<file path="config.mk">
export PLATFORM = sky130hd
export DESIGN_NAME = fifo_stream_reader
export DESIGN_NICKNAME = d
export VERILOG_FILES = /design/src/rtl/fifo_stream_reader.sv
export SDC_FILE = /design/constraint.sdc
export NUM_CORES = 1
export LEC_CHECK = 0
export ABC_AREA = 1
export CORE_MARGIN = 2
export CORE_UTILIZATION = 35
export DETAILED_ROUTE_END_ITERATION = 8
export GPL_ROUTABILITY_DRIVEN = 0
export HOLD_SLACK_MARGIN = 0.12
export PLACE_DENSITY = 0.79
export RECOVER_POWER = 25
export SETUP_SLACK_MARGIN = 0.5
export SLEW_MARGIN = 20
export SYNTH_ARGS = -nofsm -noshare
export SYNTH_HDL_FRONTEND = slang
export SYNTH_SLANG_ARGS = --single-unit
</file>
<file path="constraint.sdc">
create_clock -name clk -period 3.7 [get_ports clk]
set_clock_uncertainty 0.1 [all_clocks]
set_input_delay 0.74 -clock clk [delete_from_list [all_inputs] [get_ports clk]]
set_output_delay 0.74 -clock clk [all_outputs]
set_load 0.05 [all_outputs]
</file>
<file path="src/rtl/fifo_stream_reader.sv">
// fifo_stream_reader
// Read-side controller for the team's synchronous FIFO. It watches fifo_empty,
// pops words with fifo_read_en without ever underflowing the FIFO, absorbs the
// FIFO's one-cycle registered read latency in a 2-entry output buffer, and
// presents the words on a valid/ready stream at up to one word per cycle.
//
// Ports:
//   clk, reset       single clock; synchronous active-high reset
//   enable           permits new FIFO reads (IDLE <-> RUN)
//   flush            discards buffered and FIFO contents while high
//   fifo_empty       FIFO empty flag
//   fifo_underflow   FIFO underflow flag (latched into err_underflow)
//   fifo_data_out    FIFO read data, valid the cycle after fifo_read_en
//   fifo_read_en     FIFO pop request
//   m_valid/m_data   stream output, m_ready from the consumer
//   busy             state not IDLE, or buffered / in-flight words present
//   err_underflow    sticky underflow error, cleared only by reset
//   word_count       accepted-word count (statistics build only)
//   stall_count      back-pressure cycle count (statistics build only)
//
// Build option: define FIFO_READER_STATS_EN to add the saturating 32-bit
// word_count / stall_count counters. Without it both ports read as zero and
// no counter flops exist.
module fifo_stream_reader #(
    parameter int DATA_WIDTH      = 8,
    parameter int FIFO_RD_LATENCY = 1
) (
    input  logic                  clk,
    input  logic                  reset,
    input  logic                  enable,
    input  logic                  flush,
    input  logic                  fifo_empty,
    input  logic                  fifo_underflow,
    input  logic [DATA_WIDTH-1:0] fifo_data_out,
    output logic                  fifo_read_en,
    output logic                  m_valid,
    output logic [DATA_WIDTH-1:0] m_data,
    input  logic                  m_ready,
    output logic                  busy,
    output logic                  err_underflow,
    output logic [31:0]           word_count,
    output logic [31:0]           stall_count
);

    typedef enum logic [1:0] {
        IDLE  = 2'd0,
        RUN   = 2'd1,
        FLUSH = 2'd2
    } state_t;

    state_t                state_q, state_d;
    logic [1:0]            occ_q, occ_d;
    logic                  inflight_q, inflight_d;
    logic [DATA_WIDTH-1:0] buf0_q, buf0_d;
    logic [DATA_WIDTH-1:0] buf1_q, buf1_d;
    logic                  err_q, err_d;

    logic       pop;
    logic       capture;
    logic [1:0] occ_after_pop;
    logic [2:0] occ_sum;

    // buf0 is always the head of the buffer, buf1 the second word.
    assign m_valid       = (occ_q != 2'd0) && (state_q != FLUSH);
    assign m_data        = buf0_q;
    assign busy          = (state_q != IDLE) || (occ_q != 2'd0) || inflight_q;
    assign err_underflow = err_q;

    always_comb begin
        pop           = m_valid & m_ready;
        // Words returning while flushing are thrown away instead of stored.
        capture       = inflight_q && (state_q != FLUSH);
        occ_after_pop = occ_q - {1'b0, pop};
        occ_sum       = {1'b0, occ_q} + {2'b00, capture} - {2'b00, pop};

        // In RUN, capture equals inflight, so occ_sum is exactly the
        // occupancy the buffer will hold once this cycle's word lands; a new
        // read is only safe if that still leaves room for it next cycle.
        fifo_read_en = 1'b0;
        case (state_q)
            RUN:     fifo_read_en = !fifo_empty && (occ_sum < 3'd2);
            FLUSH:   fifo_read_en = !fifo_empty;
            default: fifo_read_en = 1'b0;
        endcase

        inflight_d = fifo_read_en;
        err_d      = err_q | fifo_underflow;

        state_d = state_q;
        if (flush) begin
            state_d = FLUSH;
        end else begin
            case (state_q)
                IDLE:    if (enable) state_d = RUN;
                RUN:     if (!enable) state_d = IDLE;
                FLUSH:   if (fifo_empty && !inflight_q) state_d = enable ? RUN : IDLE;
                default: state_d = IDLE;
            endcase
        end

        occ_d = flush ? 2'd0 : occ_sum[1:0];

        // Popping shifts the second word to the head; a captured word then
        // goes to whichever slot is the tail after that shift.
        buf0_d = buf0_q;
        buf1_d = buf1_q;
        if (pop) begin
            buf0_d = buf1_q;
        end
        if (capture) begin
            if (occ_after_pop == 2'd0) begin
                buf0_d = fifo_data_out;
            end else begin
                buf1_d = fifo_data_out;
            end
        end
    end

    always_ff @(posedge clk) begin
        if (reset) begin
            state_q    <= IDLE;
            occ_q      <= 2'd0;
            inflight_q <= 1'b0;
            buf0_q     <= '0;
            buf1_q     <= '0;
            err_q      <= 1'b0;
        end else begin
            state_q    <= state_d;
            occ_q      <= occ_d;
            inflight_q <= inflight_d;
            buf0_q     <= buf0_d;
            buf1_q     <= buf1_d;
            err_q      <= err_d;
        end
    end

    // The read-issue rule must keep the 2-entry buffer from overflowing, and
    // the capture timing assumes a one-cycle FIFO read latency.
    always_ff @(posedge clk) begin
        if (!reset) begin
            assert (occ_sum <= 3'd2);
            assert (FIFO_RD_LATENCY == 1);
        end
    end

`ifdef FIFO_READER_STATS_EN
    logic [31:0] word_count_q, word_count_d;
    logic [31:0] stall_count_q, stall_count_d;

    // Both counters stick at all-ones rather than wrapping.
    always_comb begin
        word_count_d  = word_count_q;
        stall_count_d = stall_count_q;
        if (pop && (word_count_q != 32'hFFFF_FFFF)) begin
            word_count_d = word_count_q + 32'd1;
        end
        if (m_valid && !m_ready && (stall_count_q != 32'hFFFF_FFFF)) begin
            stall_count_d = stall_count_q + 32'd1;
        end
    end

    always_ff @(posedge clk) begin
        if (reset) begin
            word_count_q  <= 32'd0;
            stall_count_q <= 32'd0;
        end else begin
            word_count_q  <= word_count_d;
            stall_count_q <= stall_count_d;
        end
    end

    assign word_count  = word_count_q;
    assign stall_count = stall_count_q;
`else
    assign word_count  = 32'd0;
    assign stall_count = 32'd0;
`endif

endmodule

</file>
* Word level (Yosys, flattened, before mapping)
Index checks and enable logic that the tools add are counted.
W data, S select, Z words.
** Cells by class
- Bitwise operators :: 3
- Eq/ne operators :: 9
- Reduce and logical (&&, ||, !) cells :: 16
- Multiplexer cells :: 10
- Add/sub/neg operators :: 3
- Magnitude comparators :: 1
** Operator list (count)
- $mux W8 :: 3
- $ne A3 B3 Y1 const B :: 3
- $mux W2 :: 4
- $ne A2 B2 Y1 const B :: 4
- $pmux W2 S3 :: 1
- $reduce_and A3 Y1 :: 2
- $logic_and A1 B1 Y1 :: 4
- $logic_not A2 Y1 :: 2
- $reduce_bool A2 Y1 :: 2
- $add A2 B1 Y3 :: 1
- $lt A3 B2 Y1 const B :: 1
- $sub A3 B1 Y3 :: 1
- $eq A2 B1 Y1 const B :: 1
- $eq A2 B2 Y1 const B :: 1
- $logic_not A1 Y1 :: 2
- $logic_or A1 B1 Y1 :: 2
- $pmux W1 S2 :: 1
- $reduce_and A2 Y1 :: 1
- $reduce_or A2 Y1 :: 1
- $sub A2 B1 Y2 :: 1
- $and A1 B1 Y1 :: 1
- $mux W1 :: 1
- $not A1 Y1 :: 1
- $or A1 B1 Y1 :: 1
** Storage, ports and cells
- Output and inout bits :: 76
- Bits in registers :: 22

* Depth between registers and ports, before layout
Gate-level depths: netlist of run 1.
- Depth after elaboration :: 7
- Depth in mapped cells :: 16

* Worst setup path before layout of run 1
OpenSTA, ideal clock, no wires.
- Kind :: input to output
- Start :: input m_ready
- End :: output fifo_read_en
- Path buffers :: 1
- Required time :: 2.860 ns
- Path slack :: 0.392 ns
- Stages :: 12
- Data arrival time :: 2.468 ns
- Path through :: inv_1 nor2_4 nand2_2 buf_4 o21ai_1 ha_1 inv_1 fa_1 nand4_1 nand2_1 nand3_1 inv_1
** On the way
- Word-level cells in the longest chain between the ends :: 5
** RTL lines
- start, declared :: RTL line 38 : input logic m_ready,
- $and A1 B1 Y1 :: RTL line 70 : pop = m_valid & m_ready;
- $sub A3 B1 Y3 :: RTL line 74 : occ_sum = {1'b0, occ_q} + {2'b00, capture} - {2'b00, pop};
- $lt A3 B2 Y1 :: RTL line 81 : RUN: fifo_read_en = !fifo_empty && (occ_sum < 3'd2);
- $logic_and A1 B1 Y1 :: RTL line 81
- $pmux W1 S2 :: RTL line 80 : case (state_q)
- end, declared :: RTL line 35 : output logic fifo_read_en,
Every way passes these cells.

* Worst setup path in the final report of run 1
- Start :: register state_q[0]
- End :: output fifo_read_en
** On the way
- Word-level cells in the longest chain between the ends :: 7
- Elaborated cells on any way between the ends :: 11
** RTL lines
- start, declared :: RTL line 51 : state_t state_q, state_d;
- start signal, assigned :: RTL line 128 : state_q <= state_d;
- $ne A2 B2 Y1 :: RTL line 64, 72
- $logic_and A1 B1 Y1 (on tied branches) :: RTL line 72, 64
- $add A2 B1 Y3 or $and A1 B1 Y1 (tied branches) :: RTL line 74, 70
- $sub A3 B1 Y3 :: RTL line 74
- $lt A3 B2 Y1 :: RTL line 81
- $logic_and A1 B1 Y1 :: RTL line 81
- $pmux W1 S2 (*) :: RTL line 80
Every way passes the cells marked *; elsewhere a longest branch is shown, timed or not.

==> results.md, run 1 <==
- First-pass GRT wire length: around 4500 um
- Clock Latency Late Sink: between 0.2 and 0.3 ns
- Max Root-Sink Buffers: 2
- Via density: 3.98
- Hold Vio Cnt, Final: 0
- Setup CP Type: register to output port
- Ant. Diodes: 0
- VDD IR max: around 0.23 mV
- Leak Pwr: ~0.9 nW
- Layout cells sized above 1: 0.119
- Gr usage total: 0.106
- # Max-Cap Violations: 0
- Chip Width: 71.6 um
- Synth Warn #: 0
- GR peak layer: met2
- Crit path max fanout: 4
- Largest net degree at the start of global routing: 14
- Num rows: 24
- Cts bufs inserted: 3
- Drt first-iter violations: 9
- Worst Max-Slew Pin Slew: 0.502 ns
- Distinct cells, synth: 20
- Detailed-route via count: 1246
- IO Port Bufs: 26
- Final Max Tran Viols: 0
- DRC: 0
- Antenna violations before repair: 0
- Total grt overflow: 0
- Worst min path class: register to register
- # IOs: 91
- Crit path required time: approximately 2.9 ns
- Mapped Avg Cell Area: ~7 um2
- Post-DP HPWL: about 2100 um
- Met1 global-route usage: 0.140
- Routed Antenna Nets: 0
- Setup-failing EPs final: 0
- Reg2Reg Setup Slack: approximately 1.4 ns
- Syn Std Cell Area: 1600 um2
- Area growth syn-to-layout: 12.1%
- Worst-path clk slew: about 0.080 ns
- Final core occ: 0.409
- Synthesized flop and latch total: 22
- DIE AREA: approximately 5100 um2
- Drt first pass iters: 4
- Fmax: roughly 0.3 GHz
- CP Launch Type: register
- Vias in the first global route: approximately 1000
- Die height: 71.6 um
- Final #Nets: 283
- TritonCTS clock tree: yes
- CP Capture Type: output port
- CTS HTree Levels: 1
- Setup TNS Final: 0 ns
- Status: completed
- Sequential share of the synthesized area: 0.275
- Tmin final: approximately 3.3 ns
- Worst EP arrival: around 2.5 ns
- Post-route clock period utilization: 0.905
- Sink Count: 22
- Grt met3 use: 0.0183
- RSZ-0062 raised after global routing: true
- Met2 Track Usage GR: 0.177
- Drt total wl: 2820 um
- Power Dens Cells: 348 nW/um2
- Mapped Cells: roughly 230
- CTS Root Buffer Type: clkbuf_8
- Initial Util: 0.365
- Max_slew headroom: 0.664
- Core Area: 4380 um2
- CTS hold repair buffers: 0
- WL per Instance: between 8 and 9 um
metal layers:
metal | wire, um | share of wire
met4 | 25 | 0.0089
met1 | 1230 | 0.44
met3 | 172 | 0.061
met5 | 0 | 0
met2 | 1390 | 0.49
final timing paths:
path | from | to | depth (start not counted)
setup / recovery | state_q[0]$_SDFFE_PP0P_ | fifo_read_en | 13
hold / removal | buf1_q[2]$_SDFFE_PP0P_ | buf1_q[2]$_SDFFE_PP0P_ | 2
setup reg to reg | state_q[0]$_SDFFE_PP0P_ | inflight_q$_SDFF_PP0_ | 12
hold reg to reg | buf1_q[2]$_SDFFE_PP0P_ | buf1_q[2]$_SDFFE_PP0P_ | 2
state kept, by name, summed over array words and instances (netlist names):
| name | cells |
|---|---|
| buf1_q | 8 |
| m_data | 8 |
| occ_q | 2 |
| state_q | 2 |
| inflight_q | 1 |
| err_underflow | 1 |
kinds of logic (layout without fill, tap and decap cells):
group / Yosys count / in the layout / share of synthesized area
AOI/OAI and AO/OA: 16 / 16 / 0.0501
adders and majority gates: 5 / 5 / 0.0438
buffers and inverters: 92 / 62 / 0.379
DFF: 22 / 22 / 0.275
other: 1 / 64 / 0.00235
and+or+nand+nor: 92 / 92 / 0.250
Yosys cell counts (all sizes together):
cell / number / area (um2)
buf: 68 / 515
nand2: 37 / 144
nor2: 37 / 149
dfxtp: 22 / 440
inv: 22 / 82.6
nand3: 13 / 75.1
o21ai: 10 / 50.1
a21oi: 6 / 30.0
nand4: 5 / 31.3
ha: 4 / 50.1
clkbuf: 2 / 7.51
conb: 1 / 3.75
fa: 1 / 20.0
stage by stage:
| stage | instances | hold slack (ns) | power (mW) | area, um2 | setup slack (ns) |
|---|---|---|---|---|---|
| after floorplan | 291 | 0.339 | 0.492 | 1840 | 0.484 |
| final | 313 | 0.363 | 0.624 | 1790 | 0.351 |
| after global placement | 304 | 0.349 | 0.474 | 1690 | 0.0932 |
| after global routing | 313 | 0.395 | 0.645 | 1790 | 0.245 |
| after detailed placement | 304 | 0.352 | 0.475 | 1690 | 0.0539 |
| after CTS | 312 | 0.364 | 0.625 | 1810 | 0.450 |
cell type report:
class / instances / area, um2
sequential: 22 / 440
clock buffer: 3 / 41.3
timing repair buffer: 37 / 358
inverter: 22 / 88.8
multi-input combinational: 177 / 798
tap: 52 / 65.1
fill: 459 / 2590
timing repair:
action,in CTS,in global routing
endpoints found under the setup margin,1,1
gates resized for setup,15,2
pin swaps,6,3
endpoints found under the hold margin,0,0
setup buffers,5,1
report_power, final:
group | total, mW | leakage, nW | internal, mW | switching [mW]
registers | 0.245 | 0.178 | 0.241 | 0.00314
clock network | 0.146 | 0.0216 | 0.0726 | 0.0735
logic | 0.233 | 0.683 | 0.0411 | 0.192
cells in the final DEF (no fill, tap or decap), types with 5 or more instances in the layout:
master	n
nor2_1	35
buf_4	11
clkdlybuf4s50_1	22
conb_1	64
inv_2	5
o21ai_1	9
dfxtp_1	22
nand2_1	35
inv_1	15
nand4_1	5
nand3_1	12
a21oi_1	6
critical path, stage by stage, from the launching register on:
cell and delay, ns:
dfxtp_1 0.35, inv_2 0.05, ha_1 0.26, nor2_4 0.15, nand2_4 0.07, o21ai_2 0.13
ha_2 0.18, inv_2 0.04, fa_2 0.54, nand4_1 0.07, nand2_1 0.08, nand3_2 0.09
clkinvlp_4 0.10, buf_12 0.13
No activity file was read; power rests on OpenSTA's default activity.
==> run 2: changes to the inputs <==
--- a/config.mk
+++ b/config.mk
@@ -6,6 +6,7 @@
 export NUM_CORES = 1
 export LEC_CHECK = 0
 export ABC_AREA = 1
+export CORE_ASPECT_RATIO = 1.4
 export CORE_MARGIN = 2
 export CORE_UTILIZATION = 35
 export DETAILED_ROUTE_END_ITERATION = 8
==> results.md, run 2 (same netlist as run 1, synthesis figures left out) <==
- Num rows: 29 (was 24)
- # IOs: 91 (unchanged)
- Worst min path class: register to register (unchanged)
- Most common cell after layout, fill and taps aside: conb_1 (unchanged)
- Vias in the first global route: 1172 (was 1043)
- Die height: 84.0 um (was 71.6 um)
- Hold path startpoint: buf1_q[3]$_SDFFE_PP0P_ (was buf1_q[2]$_SDFFE_PP0P_)
- Routed Antenna Nets: 0 (unchanged)
- Worst-path clk slew: 0.08 ns (about the same)
- Clock Latency Late Sink: 0.26 ns (about the same)
- Post-route clock period utilization: 0.893 (was 0.905)
- Critical Path Start: state_q[0]$_SDFFE_PP0P_ (unchanged)
- Worst Max-Slew Pin Slew: 0.505 ns (was 0.502 ns)
- Fmax: 0.303 GHz (was 0.299 GHz)
- Crit path max fanout: 4 (unchanged)
- Drt total wl: 2850 um (was 2820 um)
- Final #Nets: 284 (was 283)
- Largest net degree at the start of global routing: 14 (unchanged)
- Worst setup margin: 0.397 ns (was 0.351 ns)
- Max Root-Sink Buffers: 2 (unchanged)
- Total power: 0.625 mW (was 0.624 mW)
- Power Dens Cells: 345 nW/um2 (was 348 nW/um2)
- R2r worst-path depth: 12 (unchanged)
- Setup WS pre-CTS: 0.0595 ns (was 0.0539 ns)
- Hold Path Sink: buf1_q[3]$_SDFFE_PP0P_ (was buf1_q[2]$_SDFFE_PP0P_)
- Tmin final: 3.30 ns (was 3.35 ns)
- Layout cells sized above 1: 0.126 (was 0.119)
- Reg2Reg Setup Slack: 1.47 ns (was 1.43 ns)
- Max Used Layer: met4 (unchanged)
- CP Capture Type: output port (unchanged)
- First-pass GRT wire length: 4690 um (was 4480 um)
- Reg-to-Reg End: inflight_q$_SDFF_PP0_ (unchanged)
- Final Max Tran Viols: 0 (unchanged)
- CTS Root Buffer Type: clkbuf_8 (unchanged)
- Leak Pwr: 0.871 nW (was 0.882 nW)
- Via density: 3.89 (was 3.98)
- Core Area: 4460 um2 (was 4380 um2)
- WL per Instance: 8.79 um (was 9.00 um)
- Antenna violations before repair: 0 (unchanged)
- Met3 Routed Length: 237 um (was 172 um)
- TritonCTS clock tree: yes (unchanged)
- Drt first pass iters: 4 (unchanged)
- Hold Vio Cnt, Final: 0 (unchanged)
- Status: completed (unchanged)
- DIE AREA: 5130 um2 (about the same)
- Setup TNS Final: 0 ns (unchanged)
- CTS HTree Levels: 1 (unchanged)
- RSZ-0062 raised after global routing: true (unchanged)
- Gr usage total: 0.118 (was 0.106)
- Worst EP arrival: 2.46 ns (was 2.51 ns)
- Setup CP Type: register to output port (unchanged)
- IO Port Bufs: 26 (unchanged)
- Crit path required time: 2.86 ns (about the same)
- CTS hold repair buffers: 0 (unchanged)
- CP Launch Type: register (unchanged)
- VDD IR max: 0.131 mV (was 0.227 mV)
- Met2 wire len: 1480 um (was 1390 um)
- Post-DP HPWL: 2200 um (was 2140 um)
- FILL cells: 482 (was 459)
- Chip Width: 61.1 um (was 71.6 um)
- Setup-failing EPs final: 0 (unchanged)
- Detailed-route via count: 1259 (was 1246)
- Drt first-iter violations: 46 (was 9)
- Max_slew headroom: 0.662 (was 0.664)
- Ant. Diodes: 0 (unchanged)
- Area growth syn-to-layout: 13.3% (was 12.1%)
- Cts bufs inserted: 3 (unchanged)
- Most frequent cells in the layout: conb_1, nand2_1, nor2_1 (unchanged)
- Total grt overflow: 0 (unchanged)
- # Max-Cap Violations: 0 (unchanged)
- Met1 WL: 1090 um (was 1230 um)
- DRC: 0 (unchanged)
- Initial Util: 0.358 (was 0.365)
- Hold Crit Depth: 2 (unchanged)
- RR Startpoint: state_q[0]$_SDFFE_PP0P_ (unchanged)
- Sink Count: 22 (unchanged)
run 2: cell count changes in the layout (fill, tap and decap cells not counted), sizes merged:
| cell | change |
|---|---|
| clkbuf | +1 |
run 2: worst max-delay path by stage:
stage / end / cells past startpoint
after floorplan: fifo_read_en / 12
after global placement: fifo_read_en / 13
after detailed placement: fifo_read_en / 13
after CTS: fifo_read_en / 13
after global routing: fifo_read_en / 13
final: fifo_read_en / 13
run 2: metal layers:
layer,global-route usage,vias to the layer above
met2,0.212,60
met4,0.0435,0
met5,0,-
met3,0.0233,5
met1,0.129,550
li1,-,644
run 2: worst max-delay path, cell delays in order (launching register included):
cell        delay, ns
dfxtp_2          0.35
inv_2            0.04
ha_1             0.25
nor2_4           0.15
nand2_2          0.08
o21ai_2          0.11
ha_2             0.18
inv_2            0.04
fa_2             0.53
nand4_1          0.07
nand2_1          0.08
nand3_2          0.09
clkinvlp_4       0.09
buf_12           0.13
run 2: layout make-up:
type / instances / area, um2 / area share
inverter: 22 / 88.8 / 0.0490
tap: 62 / 77.6 / 0.0428
timing repair buffer: 38 / 362 / 0.200
multi-input combinational: 177 / 801 / 0.442
clock buffer: 3 / 41.3 / 0.0228
sequential: 22 / 442 / 0.244
run 2: timing repair:
item,4_1_cts,5_1_grt
resized for setup,14,4
pin swaps,7,5
setup buffers,6,1
gates cloned,0,0
setup endpoints to repair,1,1
run 2: power by group:
group,internal [mW],switching (mW),leakage (nW)
logic,0.0398,0.192,0.671
registers,0.241,0.00314,0.179
clock network,0.0728,0.0762,0.0216
run 2: through the flow:
stage          hold WS (ns)  instance area (um2)   util  instances
6_report              0.364                 1810  0.406        324
5_1_grt               0.382                 1810  0.406        324
4_1_cts               0.365                 1820  0.407        323
3_5_place_dp          0.355                 1710  0.382        314
3_3_place_gp          0.347                 1710  0.382        314
2_1_floorplan         0.339                 1840      -        291
